File: src/rtl/instr_encoder.sv
//============================================================================
// Module   : instr_encoder (with package mips_pkg)
// Purpose  : Encodes mnemonic + register/immediate fields into 32-bit MIPS
//            words and streams them into instruction memory through a
//            one-deep registered write port, one word per cycle.
// Config   : `define ENC_NOP_PAD_EN to insert one NOP after each BEQ/JUMP.
// Revision : 1.0 - initial release
//============================================================================
`default_nettype none

package mips_pkg;

   localparam int DATA_32_W = 32;

   // Mnemonics presented on the request port
   typedef enum logic [4:0] {
      NEM_ZERO  = 5'd0,
      NEM_ADD   = 5'd1,
      NEM_AND   = 5'd2,
      NEM_OR    = 5'd3,
      NEM_SLT   = 5'd4,
      NEM_SUB   = 5'd5,
      NEM_XOR   = 5'd6,
      NEM_SRA   = 5'd7,
      NEM_SRL   = 5'd8,
      NEM_SLL   = 5'd9,
      NEM_MULT  = 5'd10,
      NEM_ADDI  = 5'd11,
      NEM_ADDIU = 5'd12,
      NEM_BEQ   = 5'd13,
      NEM_LW    = 5'd14,
      NEM_SW    = 5'd15,
      NEM_ABS   = 5'd16,
      NEM_JUMP  = 5'd17
   } t_instr_pnmen;

   // Primary opcodes
   localparam logic [5:0] OP_ZERO  = 6'h00;
   localparam logic [5:0] OP_JUMP  = 6'h02;
   localparam logic [5:0] OP_BEQ   = 6'h04;
   localparam logic [5:0] OP_ADDI  = 6'h08;
   localparam logic [5:0] OP_ADDIU = 6'h09;
   localparam logic [5:0] OP_ABS   = 6'h1F;
   localparam logic [5:0] OP_LW    = 6'h23;
   localparam logic [5:0] OP_SW    = 6'h2B;

   // R-type function codes
   localparam logic [5:0] FN_SLL  = 6'h00;
   localparam logic [5:0] FN_SRL  = 6'h02;
   localparam logic [5:0] FN_SRA  = 6'h03;
   localparam logic [5:0] FN_MULT = 6'h18;
   localparam logic [5:0] FN_ADD  = 6'h20;
   localparam logic [5:0] FN_SUB  = 6'h22;
   localparam logic [5:0] FN_AND  = 6'h24;
   localparam logic [5:0] FN_OR   = 6'h25;
   localparam logic [5:0] FN_XOR  = 6'h26;
   localparam logic [5:0] FN_SLT  = 6'h2A;

endpackage

module instr_encoder
   import mips_pkg::*;
#(
   parameter int IMEM_DEPTH = 64,
   parameter int ADDR_W     = $clog2(IMEM_DEPTH)
) (
   input  logic                 i_clk,
   input  logic                 i_rst_n,
   input  logic                 i_start,
   input  logic [ADDR_W-1:0]    i_base_addr,
   input  logic                 i_in_valid,
   output logic                 o_in_ready,
   input  t_instr_pnmen         i_in_nem,
   input  logic [4:0]           i_in_rs,
   input  logic [4:0]           i_in_rt,
   input  logic [4:0]           i_in_rd,
   input  logic [4:0]           i_in_shamt,
   input  logic [15:0]          i_in_imm,
   input  logic [25:0]          i_in_target,
   output logic                 o_wr_valid,
   input  logic                 i_wr_ready,
   output logic [ADDR_W-1:0]    o_wr_addr,
   output logic [DATA_32_W-1:0] o_wr_data,
   output logic                 o_full,
   output logic                 o_err,
   output logic [ADDR_W:0]      o_words
);

   localparam logic [ADDR_W-1:0] c_LAST_ADDR = ADDR_W'(IMEM_DEPTH - 1);
   localparam logic [ADDR_W-1:0] c_ADDR_ONE  = ADDR_W'(1);
   localparam logic [ADDR_W:0]   c_WORD_ONE  = (ADDR_W + 1)'(1);

   typedef enum logic [1:0] {
      IDLE = 2'd0,
      RUN  = 2'd1,
      PAD  = 2'd2,
      FULL = 2'd3
   } t_state;

   t_state                 r_state;
   t_state                 w_state_nxt;
   logic                   r_wr_valid;
   logic [ADDR_W-1:0]      r_wr_addr;
   logic [DATA_32_W-1:0]   r_wr_data;
   logic [ADDR_W:0]        r_words;
   logic                   r_err;
   logic                   r_pad_sent;

   logic [DATA_32_W-1:0]   w_enc;
   logic                   w_illegal;
   logic                   w_is_branch;
   logic                   w_hs;
   logic                   w_last;
   logic                   w_slot_free;
   logic                   w_in_ready;
   logic                   w_accept;
   logic                   w_pad_load;

   // A branch/jump diverts the FSM through PAD only when padding is built in
`ifdef ENC_NOP_PAD_EN
   assign w_is_branch = (i_in_nem == NEM_BEQ) || (i_in_nem == NEM_JUMP);
`else
   assign w_is_branch = 1'b0;
`endif

   assign w_hs        = r_wr_valid & i_wr_ready;
   assign w_last      = (r_wr_addr == c_LAST_ADDR);
   // Output slot can take a new word: empty or draining, and never refilled
   // behind the word that targets the last address (no wrap-around).
   assign w_slot_free = (~r_wr_valid | i_wr_ready) & ~(r_wr_valid & w_last);
   assign w_accept    = i_in_valid & w_in_ready;

   // Mnemonic to machine-word encoder; unknown codes yield a NOP and flag error
   always_comb begin
      w_enc     = '0;
      w_illegal = 1'b0;
      case (i_in_nem)
         NEM_ZERO:  w_enc = '0;
         NEM_ADD:   w_enc = {OP_ZERO, i_in_rs, i_in_rt, i_in_rd, i_in_shamt, FN_ADD};
         NEM_AND:   w_enc = {OP_ZERO, i_in_rs, i_in_rt, i_in_rd, i_in_shamt, FN_AND};
         NEM_OR:    w_enc = {OP_ZERO, i_in_rs, i_in_rt, i_in_rd, i_in_shamt, FN_OR};
         NEM_SLT:   w_enc = {OP_ZERO, i_in_rs, i_in_rt, i_in_rd, i_in_shamt, FN_SLT};
         NEM_SUB:   w_enc = {OP_ZERO, i_in_rs, i_in_rt, i_in_rd, i_in_shamt, FN_SUB};
         NEM_XOR:   w_enc = {OP_ZERO, i_in_rs, i_in_rt, i_in_rd, i_in_shamt, FN_XOR};
         NEM_SRA:   w_enc = {OP_ZERO, i_in_rs, i_in_rt, i_in_rd, i_in_shamt, FN_SRA};
         NEM_SRL:   w_enc = {OP_ZERO, i_in_rs, i_in_rt, i_in_rd, i_in_shamt, FN_SRL};
         // An all-zero SLL naturally encodes to 32'h0, the canonical NOP
         NEM_SLL:   w_enc = {OP_ZERO, i_in_rs, i_in_rt, i_in_rd, i_in_shamt, FN_SLL};
         NEM_MULT:  w_enc = {OP_ZERO, i_in_rs, i_in_rt, i_in_rd, i_in_shamt, FN_MULT};
         NEM_ADDI:  w_enc = {OP_ADDI,  i_in_rs, i_in_rt, i_in_imm};
         NEM_ADDIU: w_enc = {OP_ADDIU, i_in_rs, i_in_rt, i_in_imm};
         NEM_BEQ:   w_enc = {OP_BEQ,   i_in_rs, i_in_rt, i_in_imm};
         NEM_LW:    w_enc = {OP_LW,    i_in_rs, i_in_rt, i_in_imm};
         NEM_SW:    w_enc = {OP_SW,    i_in_rs, i_in_rt, i_in_imm};
         NEM_ABS:   w_enc = {OP_ABS,   i_in_rs, i_in_rt, 16'h0000};
         NEM_JUMP:  w_enc = {OP_JUMP,  i_in_target};
         default:   w_illegal = 1'b1;
      endcase
   end

   // Next-state and handshake decode; start overrides everything
   always_comb begin
      w_state_nxt = r_state;
      w_in_ready  = 1'b0;
      w_pad_load  = 1'b0;
      case (r_state)
         RUN: begin
            w_in_ready = ~i_start & w_slot_free;
            if (w_hs && w_last) begin
               w_state_nxt = FULL;
            end else if (i_in_valid && w_in_ready && w_is_branch) begin
               w_state_nxt = PAD;
            end
         end
         PAD: begin
            w_pad_load = ~i_start & ~r_pad_sent & w_slot_free;
            if (w_hs && w_last) begin
               w_state_nxt = FULL;
            end else if (w_hs && r_pad_sent) begin
               w_state_nxt = RUN;
            end
         end
         default: begin
            w_state_nxt = r_state;
         end
      endcase
      if (i_start) begin
         w_state_nxt = RUN;
      end
   end

   // FSM state register
   always_ff @(posedge i_clk or negedge i_rst_n) begin
      if (!i_rst_n) begin
         r_state <= IDLE;
      end else begin
         r_state <= w_state_nxt;
      end
   end

   // Output word register, address/word counters and sticky error
   always_ff @(posedge i_clk or negedge i_rst_n) begin
      if (!i_rst_n) begin
         r_wr_valid <= 1'b0;
         r_wr_addr  <= '0;
         r_wr_data  <= '0;
         r_words    <= '0;
         r_err      <= 1'b0;
         r_pad_sent <= 1'b0;
      end else if (i_start) begin
         r_wr_valid <= 1'b0;
         r_wr_addr  <= i_base_addr;
         r_wr_data  <= '0;
         r_words    <= '0;
         r_err      <= 1'b0;
         r_pad_sent <= 1'b0;
      end else begin
         if (w_hs) begin
            r_wr_valid <= 1'b0;
            r_words    <= r_words + c_WORD_ONE;
            if (!w_last) begin
               r_wr_addr <= r_wr_addr + c_ADDR_ONE;
            end
            // Pad word drained (or memory filled): padding round complete
            if (r_pad_sent || w_last) begin
               r_pad_sent <= 1'b0;
            end
         end
         if (w_accept) begin
            r_wr_valid <= 1'b1;
            r_wr_data  <= w_enc;
            if (w_illegal) begin
               r_err <= 1'b1;
            end
         end
         if (w_pad_load) begin
            r_wr_valid <= 1'b1;
            r_wr_data  <= '0;
            r_pad_sent <= 1'b1;
         end
      end
   end

   assign o_in_ready = w_in_ready;
   assign o_wr_valid = r_wr_valid;
   assign o_wr_addr  = r_wr_addr;
   assign o_wr_data  = r_wr_data;
   assign o_full     = (r_state == FULL);
   assign o_err      = r_err;
   assign o_words    = r_words;

endmodule

`default_nettype wire

File: config.mk
export PLATFORM = sky130hd
export DESIGN_NAME = instr_encoder
export DESIGN_NICKNAME = d
export VERILOG_FILES = /design/src/rtl/instr_encoder.sv
export SDC_FILE = /design/constraint.sdc
export NUM_CORES = 1
export LEC_CHECK = 0
export BUFFER_PORTS_ARGS = -buffer_cell sky130_fd_sc_hd__buf_2
export CORE_MARGIN = 5
export CORE_UTILIZATION = 50
export CTS_CLUSTER_SIZE = 30
export DETAILED_ROUTE_END_ITERATION = 10
export PLACE_DENSITY = 0.84
export SKIP_CTS_REPAIR_TIMING = 1
export SLEW_MARGIN = 20
export SYNTH_ARGS = -nofsm -noshare
export SYNTH_HDL_FRONTEND = slang
export SYNTH_SLANG_ARGS = --single-unit
File: constraint.sdc
create_clock -name i_clk -period 4.4 [get_ports i_clk]
set_input_delay 1.32 -clock i_clk [delete_from_list [all_inputs] [get_ports i_clk]]
set_output_delay 1.32 -clock i_clk [all_outputs]
set_load 0.02 [all_outputs]
After elaboration in Yosys (flattened, before gate mapping)
Index checks and enable logic that the tools add are counted.
W data, S select, Z words.
- add/subtract/negate cells: 2
- equal/unequal tests: 25
- mux-type cells: 27
- bitwise operators: 12
- reduce and logical (&&, ||, !) cells: 16
- operators with widths (kind ; number):
    $pmux W32 S17 ; 1
    $mux W32 ; 3
    $eq A5 B4 Y1 const B ; 8
    $eq A5 B3 Y1 const B ; 4
    $mux W6 ; 3
    $reduce_or A18 Y1 ; 1
    $mux W7 ; 2
    $mux W1 ; 13
    $reduce_bool A3 Y1 ; 4
    $eq A5 B2 Y1 const B ; 2
    $eq A5 B5 Y1 const B ; 2
    $mux W2 ; 4
    $add A7 B1 Y7 const B ; 1
    $and A1 B1 Y1 ; 7
    $add A6 B1 Y6 const B ; 1
    $eq A6 B6 Y1 const B ; 1
    $reduce_and A2 Y1 ; 3
    $eq A5 B1 Y1 const B ; 1
    $logic_not A5 Y1 ; 1
    $eq A2 B2 Y1 const B ; 2
    $ne A4 B4 Y1 const B ; 1
    $not A1 Y1 ; 4
    $pmux W2 S2 ; 1
    $reduce_bool A2 Y1 ; 2
    9 further kinds ; 10
- register bits: 50
- output and inout bits: 49

Longest topological paths before layout
Gate-level depths: netlist of run 1.
- depth after elaboration: 10
- mapped depth: 7
- mapped depth without buffers: 5

Least setup slack after synthesis of run 1
No wires, ideal clock.
- kind: input to output
- from: input i_start
- to: output o_in_ready
- arrival time: 2.635 ns
- required time: 3.080 ns
- stages on the path: 2
- path slack: 0.445 ns
- path buffers: 1
- cells stage by stage: clkbuf_1 a2111oi_0
- longest elaborated chain between the ends: 3
- ends and longest elaborated chain (what ; RTL line ; text):
    start: declaration ; 69 ; input logic i_start,
    $not A1 Y1 ; 168 ; w_in_ready = ~i_start & w_slot_free;
    $and A1 B1 Y1 ; 168 ;
    $mux W1 ; 166 ; case (r_state)
    end: declaration ; 72 ; output logic o_in_ready,
Every way passes these cells.

Worst setup path after layout of run 1
Same ends and word-level chain as after synthesis.

==> results by group, run 1 <==
Timing
  • RSZ-0062 raised after global routing: no
  • Slew Limit Fails: 0
  • Max_slew headroom: 41.08%
  • WHS: 0.4882 ns
  • Worst-case clock skew: 0.006001 ns
  • Crit share post-route: 82.30%
  • Min cycle time layout: 3.621 ns
  • Fmax: 276.1 MHz
  • Worst slew pin tran: 0.8806 ns
  • Setup WS post-layout: 0.7787 ns
  • Fin Setup TNS: 0 ns
  • Final hold vios: 0
  • # setup viols final: 0

Pwr
  • Maximum vdd ir drop: 0.2587 mV
  • Pwr per Cell Area: 282.5 nW/µm²
  • Total power: 0.9946 mW
  • LEAKAGE: 1.700 nW

Finish
  • Leading cell type in the layout, fill and taps excluded: buf_2
  • Share of layout cells above drive strength 1: 38.79%
  • Layout area overhead: 24.51%
  • Final Cell Area: 3521 µm²
  • Final #Nets: 459
  • Most frequent cells in the layout: buf_2, dfrtp_1, o2bb2ai_1, a21oi_1, nand2_1
  • Final Core Density: 63.94%
  • Diode count: 0
  • Finished Layout Cells: 451

Clock network
  • Sinks on Clock Net: 50
  • Clk buf depth: 2
  • H-Tree Level Count: 2
  • CTS tree: done
  • Num CTS Buffers: 5
  • Reg clk slew, reported paths: 0.09 ns
  • Clk Latency, worst-skew pair: 0.29 ns
  • Root Driver: clkbuf_8

Worst setup path
  • Critical Path Fanout Max: 27
  • CP startpoint kind: primary input
  • Worst setup EP type: output pin
  • Worst EP required: 3.08 ns
  • Crit path arrival time: 2.30 ns
  • Kind of critical path: primary input to output pin

Yosys
  • Synth area leaders: dfrtp_1, o2bb2ai_1, a222oi_1, a22oi_1, buf_6
  • Async SR Flop Fraction: 100.0%
  • Syn Nets: 346
  • Syn. warnings: 0
  • FF+latch count, synth: 50
  • Post-synth top flop: dfrtp_1
  • Syn Inst Count: 266
  • Mean Syn Cell Area: 10.63 µm²
  • Post-synthesis sequential area ratio: 44.25%
  • Post-synth EDFFs: 0
  • Share of the synthesized area in the top cell type: 44.25%
  • Cell variety after synth: 58
  • Dominant cell type by area after synthesis: dfrtp_1
  • Post-Syn Area: 2828 µm²

Status
  • Status: finished, final reports clean

Routing
  • Overall routed net length: 7746 µm
  • DR pass1 iterations: 5
  • Vias per cell: 5.947
  • DR vias: 2,682
  • WL/cell: 17.18 µm
  • DRT iter0 DRCs: 206
  • DRC viols: 0
  • Post-route ant nets: 0

Placed design
  • Setup WS pre-CTS: 0.7564 ns
  • Routability cong.: 0.8072
  • Buffers on Ports: 126
  • Post-DP HPWL: 5563 µm
  • Placed insts: 444
  • Post-DP Area: 3411 µm²

Floorplanning
  • Die Ht: 85.20 µm
  • # IOs: 127
  • Starting Density: 51.35%
  • Area of the core: 5507 µm²
  • FP Rows: 27
  • Die X: 85.20 µm
  • DIE AREA: 7259 µm²

Global route
  • Largest net degree at the start of global routing: 51
  • Total global routing overflow: 0
  • Initial antenna violation count: 0
  • First-pass GRT wire length: 12,360 µm
  • Total GRT Usage: 20.80%
  • Vias in the first global route: 2,564

Hold path
  • Worst min-delay path class: flop to flop

Run
  • # Max-Cap Violations: 0
final timing paths:
check / to / start / cells past startpoint / slack (ns)
max in group asynchronous: r_state[1] / i_rst_n / 1 / 2.93
min in group asynchronous: o_wr_data[5] / i_rst_n / 1 / 1.04
hold reg to reg: o_wr_data[17] / o_wr_data[17] / 1 / 0.49
setup reg to reg: o_wr_data[10] / o_wr_addr[0] / 6 / 2.15
hold / removal: o_wr_data[17] / o_wr_data[17] / 1 / 0.49
setup / recovery: o_in_ready / i_start / 3 / 0.78
routing by layer:
metal / global-route usage, % / wire length (µm)
met2: 33.12 / 3618
met3: 5.146 / 751
met5: 0 / 0
met1: 28.55 / 3270
met4: 5.036 / 106
sequential cells by signal, indices dropped and copies added (netlist names):
| register | flops |
|---|---|
| o_wr_data | 32 |
| o_words | 7 |
| o_wr_addr | 6 |
| r_state | 2 |
| o_err | 1 |
| o_wr_valid | 1 |
| r_pad_sent | 1 |
worst max-delay path, cell delays in order:
cell	delay (ns)
buf_2	0.26
a2111oi_0	0.47
buf_2	0.25
cell type report:
type | count | area, µm²
Fill cell | 458 | 1986
Multi-Input combinational cell | 187 | 1394
Sequential cell | 50 | 1251
Timing Repair Buffer | 129 | 655.6
Tap cell | 72 | 90.09
Clock buffer | 5 | 68.82
Clock inverter | 2 | 38.79
Inverter | 6 | 22.52
cell usage after synthesis (2+ instances only):
library cell  number
a21oi_1           15
or4b_1             2
ha_1               2
a2bb2oi_1          3
nor3_1             2
and3b_1            2
or4_1              2
nand2b_1           2
a222oi_1          10
nor2b_1            5
buf_6              7
buf_4              3
nand4_1            5
o21ai_0           11
o2bb2ai_1         30
mux2i_1            3
xor2_1             6
a31oi_1            5
nand2_1           15
xnor2_1            5
mux2_2             2
dfrtp_1           50
a21o_1             2
buf_2              8
nor2_1            11
and2_1             3
a22oi_1           11
nand3_1            4
inv_1              6
and3_1             2
clkbuf_1           5
cell families after synthesis:
kind of cell             after synthesis  synth area share, %
AO/OA/AOI/OAI                        103                29.20
flip-flops                            50                44.25
multiplexers                           5                1.858
adder cells (fa/ha/maj)                2               0.8848
buffers and inverters                 29                6.460
XOR/XNOR                              11                3.407
AND/OR/NAND/NOR                       66                13.94
power by group:
group | internal (mW) | leakage (nW) | switching (mW)
combinational | 0.0755 | 0.971 | 0.113
sequential | 0.475 | 0.675 | 0.0168
clock | 0.167 | 0.0542 | 0.147
total | 0.718 | 1.70 | 0.277
Power figures use the tool's default switching activity.
==> run 2: changes to the inputs <==
ABC_AREA = 1   (was not set)
CORE_UTILIZATION = 48   (was 50)
PLACE_DENSITY = 0.81   (was 0.84)
clock period = 3.77 ns   (was 4.4 ns; I/O delays follow)
==> run 2 against run 1 <==
- clock-buffer cell count increased by 2
- sequential cell count unchanged
- critical path depth increased by 2
- critical endpoint unchanged
- core utilization decreased by 2.2 points
==> results by group, run 2 <==
Yosys
  • Most frequent cells after synthesis: nand2_1, dfrtp_1, o21ai_0, inv_1
  • Post-synth top flop: dfrtp_1
  • Most numerous cell in the Yosys netlist: nand2_1
  • Post-synth EDFFs: 0
  • Share of the synthesized area in the top cell type: 42.44%
  • FF+latch count, synth: 50
  • Async SR Flop Fraction: 100.0%
  • Mean Syn Cell Area: 7.103 µm²
  • Synth area leaders: dfrtp_1, nand2_1, o21ai_0, nand3_1, inv_1
  • Post-synthesis sequential area ratio: 42.44%
  • Syn Nets: 495
  • Dominant cell type by area after synthesis: dfrtp_1
  • Syn Inst Count: 415
  • Cell variety after synth: 29
  • Syn. warnings: 0
  • Post-Syn Area: 2948 µm²

Routing
  • DRC viols: 0
  • DR vias: 3,040
  • DRT iter0 DRCs: 103
  • Overall routed net length: 7674 µm
  • Vias per cell: 4.967
  • DR pass1 iterations: 4
  • Post-route ant nets: 0
  • WL/cell: 12.54 µm

Worst setup path
  • Kind of critical path: primary input to output pin
  • Worst EP required: 2.64 ns
  • CP startpoint kind: primary input
  • Reg2reg start: o_wr_addr[0]
  • Reg2reg path depth: 11
  • Worst path cell trace: buf_2, a21oi_2, nand3_1, inv_1, buf_2
  • CP max stage cell: buf_2
  • Setup slack, reg-to-reg: 1.54 ns
  • Buffers and inverters on the worst path: 3
  • Worst setup EP type: output pin
  • R2R Path End: o_wr_data[22]
  • Crit path arrival time: 1.88 ns
  • Delay of the slowest cell on the worst path: 0.17 ns
  • Critical Path Most Common Cell: buf_2
  • Crit path max-delay family: buffers and inverters
  • Critical Path Fanout Max: 10

Finish
  • Share of layout cells above drive strength 1: 31.10%
  • Diode count: 0
  • Max reg flops: 32
  • Layout area overhead: 24.79%
  • Most frequent cells in the layout: nand2_1, buf_2, dfrtp_1, o21ai_0, inv_1
  • Final Core Density: 61.76%
  • Final #Nets: 616
  • Leading cell type in the layout, fill and taps excluded: nand2_1

Pwr
  • LEAKAGE: 2.226 nW
  • Sw Pwr: 0.3551 mW
  • Maximum vdd ir drop: 0.1760 mV
  • Sw Ratio: 30.70%
  • Pint: 0.8017 mW
  • Part of the power in the clock network: 27.4%
  • Seq pwr share: 50.5%
  • Pwr per Cell Area: 314.5 nW/µm²
  • Logic pwr share: 22.1%

Global route
  • Total GRT Usage: 20.19%
  • Initial antenna violation count: 0
  • Total global routing overflow: 0
  • Largest net degree at the start of global routing: 34
  • Vias in the first global route: 2,900
  • First-pass GRT wire length: 12,740 µm

Placed design
  • Routability cong.: 0.9614
  • Buffers on Ports: 126
  • Post-DP HPWL: 6006 µm

Timing
  • Min cycle time layout: 3.011 ns
  • Worst-case clock skew: 0.008219 ns
  • Fin Setup TNS: 0 ns
  • # setup viols final: 0
  • RSZ-0062 raised after global routing: no
  • Slew Limit Fails: 0
  • Crit share post-route: 79.86%
  • Worst slew pin tran: 0.7231 ns
  • Fmax: 332.2 MHz
  • Final hold vios: 0
  • Max_slew headroom: 51.80%

Floorplanning
  • DIE AREA: 7808 µm²
  • Die X: 88.37 µm
  • FP Rows: 28
  • Area of the core: 5956 µm²
  • Starting Density: 49.50%
  • Die Ht: 88.37 µm
  • # IOs: 127

Clock network
  • Clk buf depth: 2
  • Sinks on Clock Net: 50
  • Clk Latency, worst-skew pair: 0.29 ns
  • CTS tree: done
  • Reg clk slew, reported paths: 0.08 ns
  • Root Driver: clkbuf_8
  • H-Tree Level Count: 2
  • Num CTS Buffers: 5

Hold path
  • WHS Endpoint: o_wr_data[8]
  • Worst min-delay path class: flop to flop
  • Hold Path Cell Cnt: 2
  • Hold_sp: o_wr_data[8]

Run
  • # Max-Cap Violations: 0

Status
  • Status: finished, final reports clean
[run 2: worst max-delay path by stage]
stage            start          to  slack [ns]  depth (start not counted)
6_report       i_start  o_in_ready        0.76                          5
5_1_grt        i_start  o_in_ready        0.71                          5
4_1_cts        i_start  o_in_ready        0.75                          5
3_5_place_dp   i_start  o_in_ready        0.75                          5
3_3_place_gp   i_start  o_in_ready        0.79                          5
2_1_floorplan  i_start  o_in_ready        0.92                          4
[run 2: metrics by stage]
stage	hold slack (ns)	area (µm²)	power, mW	cells	worst slack (ns)
final	0.4803	3679	1.157	612	0.7594
after global routing	0.5046	3679	1.226	612	0.7136
after CTS	0.4829	3679	1.174	612	0.7495
after detailed placement	0.4599	3587	0.8538	604	0.7526
after global placement	0.4586	3587	0.8471	604	0.7949
after floorplan	0.4984	2948	0.7518	415	0.9178
[run 2: power groups by stage]
| stage | clock [mW] | sequential [mW] | combinational [mW] |
|---|---|---|---|
| finish | 0.316 | 0.585 | 0.256 |
| global route | 0.348 | 0.589 | 0.288 |
| floorplan | 0 | 0.623 | 0.129 |
| detailed placement | 0 | 0.595 | 0.259 |
| CTS | 0.331 | 0.585 | 0.259 |
| global placement | 0 | 0.594 | 0.253 |
[run 2: logic make-up after synthesis]
group	Yosys count	share of synthesized area, %
AND/OR/NAND/NOR	265	38.46
adder cells (fa/ha/maj)	2	0.8488
AO/OA/AOI/OAI	54	10.53
XOR/XNOR	3	0.8915
buffers and inverters	41	6.833
flip-flops	50	42.44
[run 2: layer usage]
metal / up-vias / track usage (%) / wire length [µm]
li1: 1551 / - / -
met1: 1377 / 26.54 / 3366
met2: 108 / 34.81 / 3733
met3: 4 / 3.631 / 542
met4: 0 / 4.533 / 31
met5: - / 0 / 0
[run 2: tightest hold or removal path: cells and delay by family, from the launching register on]
| family | cells | cell delay [ns] |
|---|---|---|
| AND/OR/NAND/NOR | 2 | 0.10 |
| flip-flops | 1 | 0.35 |
[run 2: layout make-up]
class	count	area (µm²)
inverter	27	101.3
fill	567	2277
tap	75	93.84
multi-input combinational	324	1495
clock buffer	7	86.33
timing repair buffer	128	645.6
clock inverter	1	5.005
sequential	50	1251
